===== src/rtl/error_combiner_pkg.sv =====
// Shared types and helpers for the weighted error combiner and related loop blocks.
package error_combiner_pkg;

  // Sequencer states: wait for a sample, accumulate one channel per cycle, publish result.
  typedef enum logic [1:0] {
    IDLE   = 2'd0,
    ACCUM  = 2'd1,
    OUTPUT = 2'd2
  } state_t;

  // Accumulator width that holds the sum of num_channels full signed products
  // without overflow: product width, plus growth for the channel count, plus one
  // guard bit for the asymmetric most-negative product.
  function automatic int acc_width(input int num_channels,
                                   input int error_width,
                                   input int weight_width);
    return error_width + weight_width + $clog2(num_channels) + 1;
  endfunction

  // Clamp a signed value to the range of an out_width-bit signed number.
  // Works on a 64-bit carrier so it can serve any input/output width up to 63 bits.
  function automatic logic signed [63:0] saturate(input logic signed [63:0] value,
                                                  input int unsigned      out_width);
    logic signed [63:0] max_v;
    logic signed [63:0] min_v;
    logic signed [63:0] result;
    max_v = (64'sd1 <<< (out_width - 1)) - 64'sd1;
    min_v = -max_v - 64'sd1;
    if (value > max_v) begin
      result = max_v;
    end else if (value < min_v) begin
      result = min_v;
    end else begin
      result = value;
    end
    return result;
  endfunction

endpackage


===== src/rtl/signed_saturator.sv =====
// Combinational signed saturator: narrows a signed value, clamping at the output range limits.
module signed_saturator
  import error_combiner_pkg::*;
#(
  parameter int IN_WIDTH  = 16,
  parameter int OUT_WIDTH = 8
) (
  input  logic signed [IN_WIDTH-1:0]  din,
  output logic signed [OUT_WIDTH-1:0] dout
);

  // Widen to the helper's 64-bit carrier, clamp, then keep the low OUT_WIDTH bits
  // (which carry the full clamped value by construction).
  assign dout = OUT_WIDTH'(saturate(64'(din), OUT_WIDTH));

endmodule


===== src/rtl/weighted_error_combiner.sv =====
// Sequential weighted error combiner: snapshots NUM_CHANNELS signed errors and weights,
// accumulates en[k]*e[k]*w[k] with one shared multiplier, scales by an arithmetic right
// shift, saturates, and presents the result to the loop filter with a one-cycle strobe.
module weighted_error_combiner
  import error_combiner_pkg::*;
#(
  parameter int NUM_CHANNELS = 4,
  parameter int ERROR_WIDTH  = 8,
  parameter int WEIGHT_WIDTH = 4,
  parameter int OUT_WIDTH    = 8,
  parameter int FRAC_SHIFT   = 0
) (
  input  logic                                  clk_i,
  input  logic                                  reset_i,
  input  logic                                  sample_valid_i,
  input  logic [NUM_CHANNELS*ERROR_WIDTH-1:0]   errors_i,
  input  logic [NUM_CHANNELS*WEIGHT_WIDTH-1:0]  weights_i,
  input  logic [NUM_CHANNELS-1:0]               channel_en_i,
  input  logic                                  clear_overrun_i,
  output logic [OUT_WIDTH-1:0]                  error_comb_o,
  output logic                                  error_valid_o,
  output logic                                  busy_o,
  output logic                                  overrun_o
);

  localparam int ACC_WIDTH  = acc_width(NUM_CHANNELS, ERROR_WIDTH, WEIGHT_WIDTH);
  localparam int PROD_WIDTH = ERROR_WIDTH + WEIGHT_WIDTH;
  localparam int IDX_WIDTH  = (NUM_CHANNELS > 1) ? $clog2(NUM_CHANNELS) : 1;
  localparam logic [IDX_WIDTH-1:0] LAST_IDX = IDX_WIDTH'(NUM_CHANNELS - 1);

  state_t                                 state_reg;
  logic [NUM_CHANNELS*ERROR_WIDTH-1:0]    err_cap_reg;
  logic [NUM_CHANNELS*WEIGHT_WIDTH-1:0]   wgt_cap_reg;
  logic [NUM_CHANNELS-1:0]                en_cap_reg;
  logic [IDX_WIDTH-1:0]                   idx_reg;
  logic signed [ACC_WIDTH-1:0]            acc_reg;
  logic signed [OUT_WIDTH-1:0]            error_comb_reg;
  logic                                   error_valid_reg;
  logic                                   busy_reg;
  logic                                   overrun_reg;

  logic signed [ERROR_WIDTH-1:0]          err_arr [NUM_CHANNELS];
  logic signed [WEIGHT_WIDTH-1:0]         wgt_arr [NUM_CHANNELS];
  logic signed [PROD_WIDTH-1:0]           product;
  logic signed [ACC_WIDTH-1:0]            product_ext;
  logic signed [ACC_WIDTH-1:0]            scaled;
  logic signed [OUT_WIDTH-1:0]            sat_value;

  // Split the captured packed vectors into per-channel signed lanes.
  genvar gi;
  generate
    for (gi = 0; gi < NUM_CHANNELS; gi++) begin : g_lane
      assign err_arr[gi] = err_cap_reg[gi*ERROR_WIDTH +: ERROR_WIDTH];
      assign wgt_arr[gi] = wgt_cap_reg[gi*WEIGHT_WIDTH +: WEIGHT_WIDTH];
    end
  endgenerate

  // The single shared multiplier works on the channel selected by idx_reg; a
  // disabled channel contributes zero. Operands are sign-extended to the full
  // product width first so the product is exact.
  assign product = en_cap_reg[idx_reg]
                 ? PROD_WIDTH'(err_arr[idx_reg]) * PROD_WIDTH'(wgt_arr[idx_reg])
                 : '0;
  assign product_ext = ACC_WIDTH'(product);

  // Arithmetic shift rounds toward minus infinity, which is the intended scaling.
  assign scaled = acc_reg >>> FRAC_SHIFT;

  signed_saturator #(
    .IN_WIDTH  (ACC_WIDTH),
    .OUT_WIDTH (OUT_WIDTH)
  ) u_saturator (
    .din  (scaled),
    .dout (sat_value)
  );

  // Sequencer: capture on strobe, accumulate one channel per cycle, then register the result.
  always_ff @(posedge clk_i or posedge reset_i) begin
    if (reset_i) begin
      state_reg       <= IDLE;
      err_cap_reg     <= '0;
      wgt_cap_reg     <= '0;
      en_cap_reg      <= '0;
      idx_reg         <= '0;
      acc_reg         <= '0;
      error_comb_reg  <= '0;
      error_valid_reg <= 1'b0;
      busy_reg        <= 1'b0;
    end else begin
      error_valid_reg <= 1'b0;
      case (state_reg)
        IDLE: begin
          if (sample_valid_i) begin
            err_cap_reg <= errors_i;
            wgt_cap_reg <= weights_i;
            en_cap_reg  <= channel_en_i;
            acc_reg     <= '0;
            idx_reg     <= '0;
            busy_reg    <= 1'b1;
            state_reg   <= ACCUM;
          end
        end
        ACCUM: begin
          acc_reg <= acc_reg + product_ext;
          if (idx_reg == LAST_IDX) begin
            state_reg <= OUTPUT;
          end else begin
            idx_reg <= idx_reg + 1'b1;
          end
        end
        OUTPUT: begin
          error_comb_reg  <= sat_value;
          error_valid_reg <= 1'b1;
          busy_reg        <= 1'b0;
          state_reg       <= IDLE;
        end
        default: begin
          busy_reg  <= 1'b0;
          state_reg <= IDLE;
        end
      endcase
    end
  end

  // Sticky overrun flag: a strobe while busy sets it; a clear only wins when no new overrun.
  always_ff @(posedge clk_i or posedge reset_i) begin
    if (reset_i) begin
      overrun_reg <= 1'b0;
    end else if (sample_valid_i && busy_reg) begin
      overrun_reg <= 1'b1;
    end else if (clear_overrun_i) begin
      overrun_reg <= 1'b0;
    end
  end

  assign error_comb_o  = error_comb_reg;
  assign error_valid_o = error_valid_reg;
  assign busy_o        = busy_reg;
  assign overrun_o     = overrun_reg;

endmodule


===== config.mk =====
export PLATFORM = sky130hd
export DESIGN_NAME = weighted_error_combiner
export DESIGN_NICKNAME = d
export VERILOG_FILES = /design/src/rtl/error_combiner_pkg.sv /design/src/rtl/signed_saturator.sv /design/src/rtl/weighted_error_combiner.sv
export SDC_FILE = /design/constraint.sdc
export NUM_CORES = 1
export LEC_CHECK = 0
export CORE_MARGIN = 3
export CORE_UTILIZATION = 44
export CTS_BUF_LIST = sky130_fd_sc_hd__clkbuf_16
export CTS_CLUSTER_SIZE = 24
export DETAILED_ROUTE_END_ITERATION = 10
export PLACE_DENSITY = 0.64
export SLEW_MARGIN = 20
export SYNTH_ARGS = -nofsm -noshare
export SYNTH_HDL_FRONTEND = slang
export SYNTH_SLANG_ARGS = --single-unit

===== constraint.sdc =====
create_clock -name clk_i -period 7.35 [get_ports clk_i]
set_input_delay 1.8375 -clock clk_i [delete_from_list [all_inputs] [get_ports clk_i]]
set_output_delay 1.8375 -clock clk_i [all_outputs]
set_load 0.1 [all_outputs]

==> Word level (Yosys, flattened, before mapping) <==
Cells that the tools add are included.
W data, S select, Z words.
{ "totals": {"wordCells": 58, "out_inout_bits": 11, "register_bits": 82} }
{ "classes": {"n_eq_ne": 6, "n_bitwise": 2, "mux": 24, "n_mul": 1, "n_reduce_logical": 9, "order_cmp": 4, "addsub": 2} }
{ "op_table": {"columns": ["op", "n"], "rows": [
  ["$mux W8", 4],
  ["$pmux W15 S2", 1],
  ["$bmux W8 S2", 1],
  ["$add A15 B12 Y15", 1],
  ["$gt A15 B8 Y1 const B", 1],
  ["$lt A15 B8 Y1 const B", 1],
  ["$mux W15", 1],
  ["$mul A8 B4 Y12", 1],
  ["$mux W12", 1],
  ["$bmux W4 S2", 1],
  ["$mux W2", 4],
  ["$mux W4", 2],
  ["$pmux W2 S2", 2],
  ["$reduce_and A2 Y1", 4],
  ["$ne A2 B2 Y1 const B", 3],
  ["$mux W1", 5],
  ["$eq A2 B2 Y1 const B", 2],
  ["$reduce_bool A2 Y1", 2],
  ["$ge A3 B3 Y1 const B", 1],
  ["$lt A2 B3 Y1 const B", 1],
  ["$not A2 Y3", 1],
  ["$reduce_and A3 Y1", 1],
  ["$add A2 B1 Y2 const B", 1],
  ["$bmux W1 S2", 1],
  ["5 further kinds", 5]
]} }

==> Depth between registers and ports, before layout <==
{ "depth": {"ltp_word": 8, "depth_mapped": 28, "mapped_depth_nobuf": 26} }

==> Cells and area by module <==
A second synthesis with hierarchy kept.
{ "hier_totals": {"hier_cells": 452, "hier_area_um2": 5205.0} }
{ "by_module_without_submodules": {"columns": ["module", "seq_area_each_um2", "cells_each", "area_each_um2", "instances"], "rows": [
  ["weighted_error_combiner", 2052.0, 428, 5051.1, 1],
  ["signed_saturator", 0.0, 24, 153.9, 1]
]} }

==> Worst setup path before layout <==
Ideal clock, no wire load.
{ "synth_path": {"path_type": "reg2reg", "start": "reg idx_reg[0]", "end": "reg acc_reg[14]", "setup_ns": 0.080, "arrival_ns": 6.353, "n_path_buf": 2, "path_slack_ns": 0.917, "path_stages_with_launch": 27, "path_cell_list": "dfrtp_1 -> buf_6 -> clkbuf_1 -> mux4_2 -> or2_2 -> fa_1 -> fa_1 -> fa_1 -> inv_1 -> ha_1 -> a21o_1 -> a21oi_1 -> o21bai_1 -> a21oi_1 -> o21bai_1 -> a21oi_1 -> xor2_1 -> nor2_1 -> ha_1 -> and3_1 -> nand3_1 -> nand3b_1 -> a41oi_1 -> a211oi_2 -> nor3_1 -> or4b_1 -> o211ai_2"} }
{ "synth_between": {"elab_chain_cells": 8} }
{ "synth_rtl": {"columns": ["item", "line", "rtl"], "rows": [
  ["from (decl)", "weighted_error_combiner.sv:35", "logic [IDX_WIDTH-1:0] idx_reg;"],
  ["from (signal assigned)", "weighted_error_combiner.sv:108", "idx_reg <= idx_reg + 1'b1;"],
  ["$not A2 Y3 (not written as such)", "weighted_error_combiner.sv:62", "? PROD_WIDTH'(err_arr[idx_reg]) * PROD_WIDTH'(wgt_arr[idx_reg])"],
  ["$bmux W8 S2 / $bmux W4 S2 (equally long branches)", "weighted_error_combiner.sv:62", null],
  ["$mux W8 (not written as such) / $mux W4 (equally long branches) (2 in series)", "weighted_error_combiner.sv:62", null],
  ["$mul A8 B4 Y12", "weighted_error_combiner.sv:62", null],
  ["$mux W12 *", "weighted_error_combiner.sv:62", null],
  ["$add A15 B12 Y15 *", "weighted_error_combiner.sv:104", "acc_reg <= acc_reg + product_ext;"],
  ["$pmux W15 S2 *", "weighted_error_combiner.sv:91", "case (state_reg)"],
  ["to (signal assigned)", "weighted_error_combiner.sv:104", null],
  ["to (decl)", "weighted_error_combiner.sv:36", "logic signed [ACC_WIDTH-1:0] acc_reg;"]
]} }
Mark *: on every way between the ends. The rest lies on a longest branch, timed or not. The select of a mux whose other input is x is not followed.
A chain may end at the register's enable or synchronous reset.

==> Worst setup path in the final report <==
{ "layout_path": {"start": "reg idx_reg[1]", "end": "reg acc_reg[14]"} }
The elaborated chain is that of the path after synthesis.

==> reports/metrics.yaml <==
syn_nets: 568
cts_hold_repair.buffers: 0
async_reset_ff_frac: 1.000
crit_arrival_ns: 6.93
initial_core_util: 0.4633
cts_tree: "built"
core_region_area_sq_um: 11130
min_path_type: "reg -> reg"
r2r_end: "acc_reg[14]"
yosys_warnings: 0
fin_crit_ns: 6.668
crit_fanout: 17
vias: 3636
clock_path_buffers: 2
synth_area_sq_um: 5155
clock_sinks: 82
synth_area_leaders: "dfrtp_1 40%, mux2_2 12%, ha_1 8.3%"
die-height_microns: 114.2
worstSetupEndpoint: "acc_reg[14]"
grt_overflow_total: 0
synth_top_area_share: 0.3981
setup.worst_path.start: "idx_reg[1]"
drc: 0
placed_cells: 657
path_buf_inv: 2
fin_nets: 636
tightest_slew_ns: 0.9683
synth_edf_count: 0
port_buffers: 66
synthCells: 460
grt_usage: 0.1769
numCtsBuffers: 9
slew_viol_final: 0
largest_register_ffs: 32
grt_pass1_vias: 3713
cts-resized-gates: 0
die_w_microns: 114.2
wl_mm: 10.51
worstPathRequired_ns: 7.62
drt_pass1_iterations: 4
timing.fmax_mhz: 150.0
htree_levels: 3
wl_per_cell_microns: 15.62
ys_ff_latch: 82
netlist_top_cells_count: "82 x dfrtp_1, 55 x mux2_2, 40 x nand2_1, 34 x ha_1, 31 x nor2_1"
rsz0062_at_grt: "false"
ant_nets: 0
cap_viol_max_count: 0
skew_ns: 0.004837
synth.yosys.seq_area_share: 0.3981
ys_types: 49
r2r_setup_slack_ns: 0.68
critPathKind: "reg -> reg"
finalSetupViolations: 0
r2r_cells: 26
antennaDiodeCount: 0
cp-start-kind: "flip-flop"
viasPerCell: 5.403
worst_path_largest_cell_delay_ns: 0.62
path_clk_slew_ns: 0.06
synth_ff_type: "dfrtp_1"
grt_pass1_wl_mm: 18.27
status: "finished clean"
crit_cells: 26
fin_crit_sh: 0.9072
fin_setup_tns_ns: 0
fp-row-count: 38
hpwl_mm: 8.041
cp_top_family: "compound AO/OA/AOI/OAI gates"
final_core_util: 0.5631
yosysMostFrequentCell: "dfrtp_1"
place_congestion: 0.8514
drive_gt1_frac: 0.1707
relSlewSlack: 0.3524
cts_root_buf: "clkbuf_16"
post_cts_buffers: 0
instances_no_fill: 673
antenna_found_initial: 0
io_pins: 67
synth.avg_cell_area_sq_um: 11.21
area_delta_synth_final_pct: 21.53
dieArea_sq_um: 13050
drtIter0Drc: 153
end_kind: "flip-flop"
hold_viol_final: 0
crit_path_top_delay_cell: "o21ai_1"
grt_max_degree: 83
regToRegStartpoint: "idx_reg[1]"
clkLatencyLatePin_ns: 0.34
synth_area_leader_cell: "dfrtp_1"
worst reg2reg max path, cell delays in order, from the launching register on:
cell	delay [ns]
dfrtp_1	0.32
buf_4	0.25
mux2_2	0.38
o21ai_1	0.62
or2_2	0.25
fa_1	0.41
fa_1	0.53
fa_1	0.53
inv_1	0.04
ha_1	0.20
a21o_1	0.18
a21oi_1	0.25
o21bai_1	0.09
a21oi_1	0.22
o21bai_1	0.09
a21oi_1	0.17
xor2_1	0.16
nor2_1	0.05
ha_1	0.34
and3_1	0.16
nand3_1	0.09
nand3b_1	0.11
a41oi_1	0.16
a211oi_2	0.30
nor3_1	0.10
or4b_1	0.52
o211ai_2	0.07
cell families (layout without fill, tap and decap cells):
family,after synthesis,count (layout),share of synthesized area
DFF,82,82,0.3981
buffers and inverters,35,108,0.02718
and+or+nand+nor,134,134,0.1272
muxes,68,68,0.1728
adders and majority gates,52,52,0.1524
xor gates and xnor gates,20,20,0.03398
AOI/OAI and AO/OA,69,69,0.08835
routing by layer:
layer | GRT usage | routed length, microns | up-vias
met3 | 0.03118 | 408 | 15
met5 | 0 | 0 | -
met2 | 0.2674 | 4898 | 81
met1 | 0.2520 | 4983 | 1782
li1 | - | - | 1758
met4 | 0.07443 | 221 | 0
final cells by class:
cell class / count / area (sq um)
clock buffer: 9 / 225.2
timing repair buffer: 70 / 694.4
fill: 977 / 4861
sequential: 82 / 2052
tap: 140 / 175.2
multi-input combinational: 343 / 2972
inverter: 22 / 83.83
clock inverter: 7 / 62.56
how the worst min path moves through the flow:
stage               startpoint               to  slack [ns]  depth (start not counted)
5_1_grt         err_cap_reg[4]   err_cap_reg[4]        0.52                          1
3_3_place_gp   error_comb_o[7]  error_comb_o[7]        0.46                          2
3_5_place_dp   error_comb_o[7]  error_comb_o[7]        0.47                          2
4_1_cts        error_comb_o[7]  error_comb_o[7]        0.49                          2
6_report       error_comb_o[5]  error_comb_o[5]        0.49                          2
2_1_floorplan   wgt_cap_reg[5]   wgt_cap_reg[5]        0.47                          1
stage by stage:
stage / instance area (sq um) / hold WS (ns) / setup slack [ns]
2_1_floorplan: 5155 / 0.4720 / 0.9171
3_3_place_gp: 5969 / 0.4650 / 0.9072
3_5_place_dp: 5973 / 0.4690 / 0.7236
4_1_cts: 6261 / 0.4911 / 0.6847
5_1_grt: 6265 / 0.5221 / 0.1744
6_report: 6265 / 0.4861 / 0.6821
placed cells by master, fill, tap and decap left out, drive strengths merged, types with 13 or more instances in the layout:
| cell type | count |
|---|---|
| and2 | 23 |
| dfrtp | 82 |
| o21ai | 29 |
| clkdlybuf4s50 | 66 |
| ha | 34 |
| fa | 18 |
| mux2 | 55 |
| nor2 | 31 |
| inv | 25 |
| nand2 | 41 |
| xnor2 | 13 |
Power is left out: the tool's default activity adds up to more than one toggle a clock period on the data nets, which glitch-free logic cannot reach.
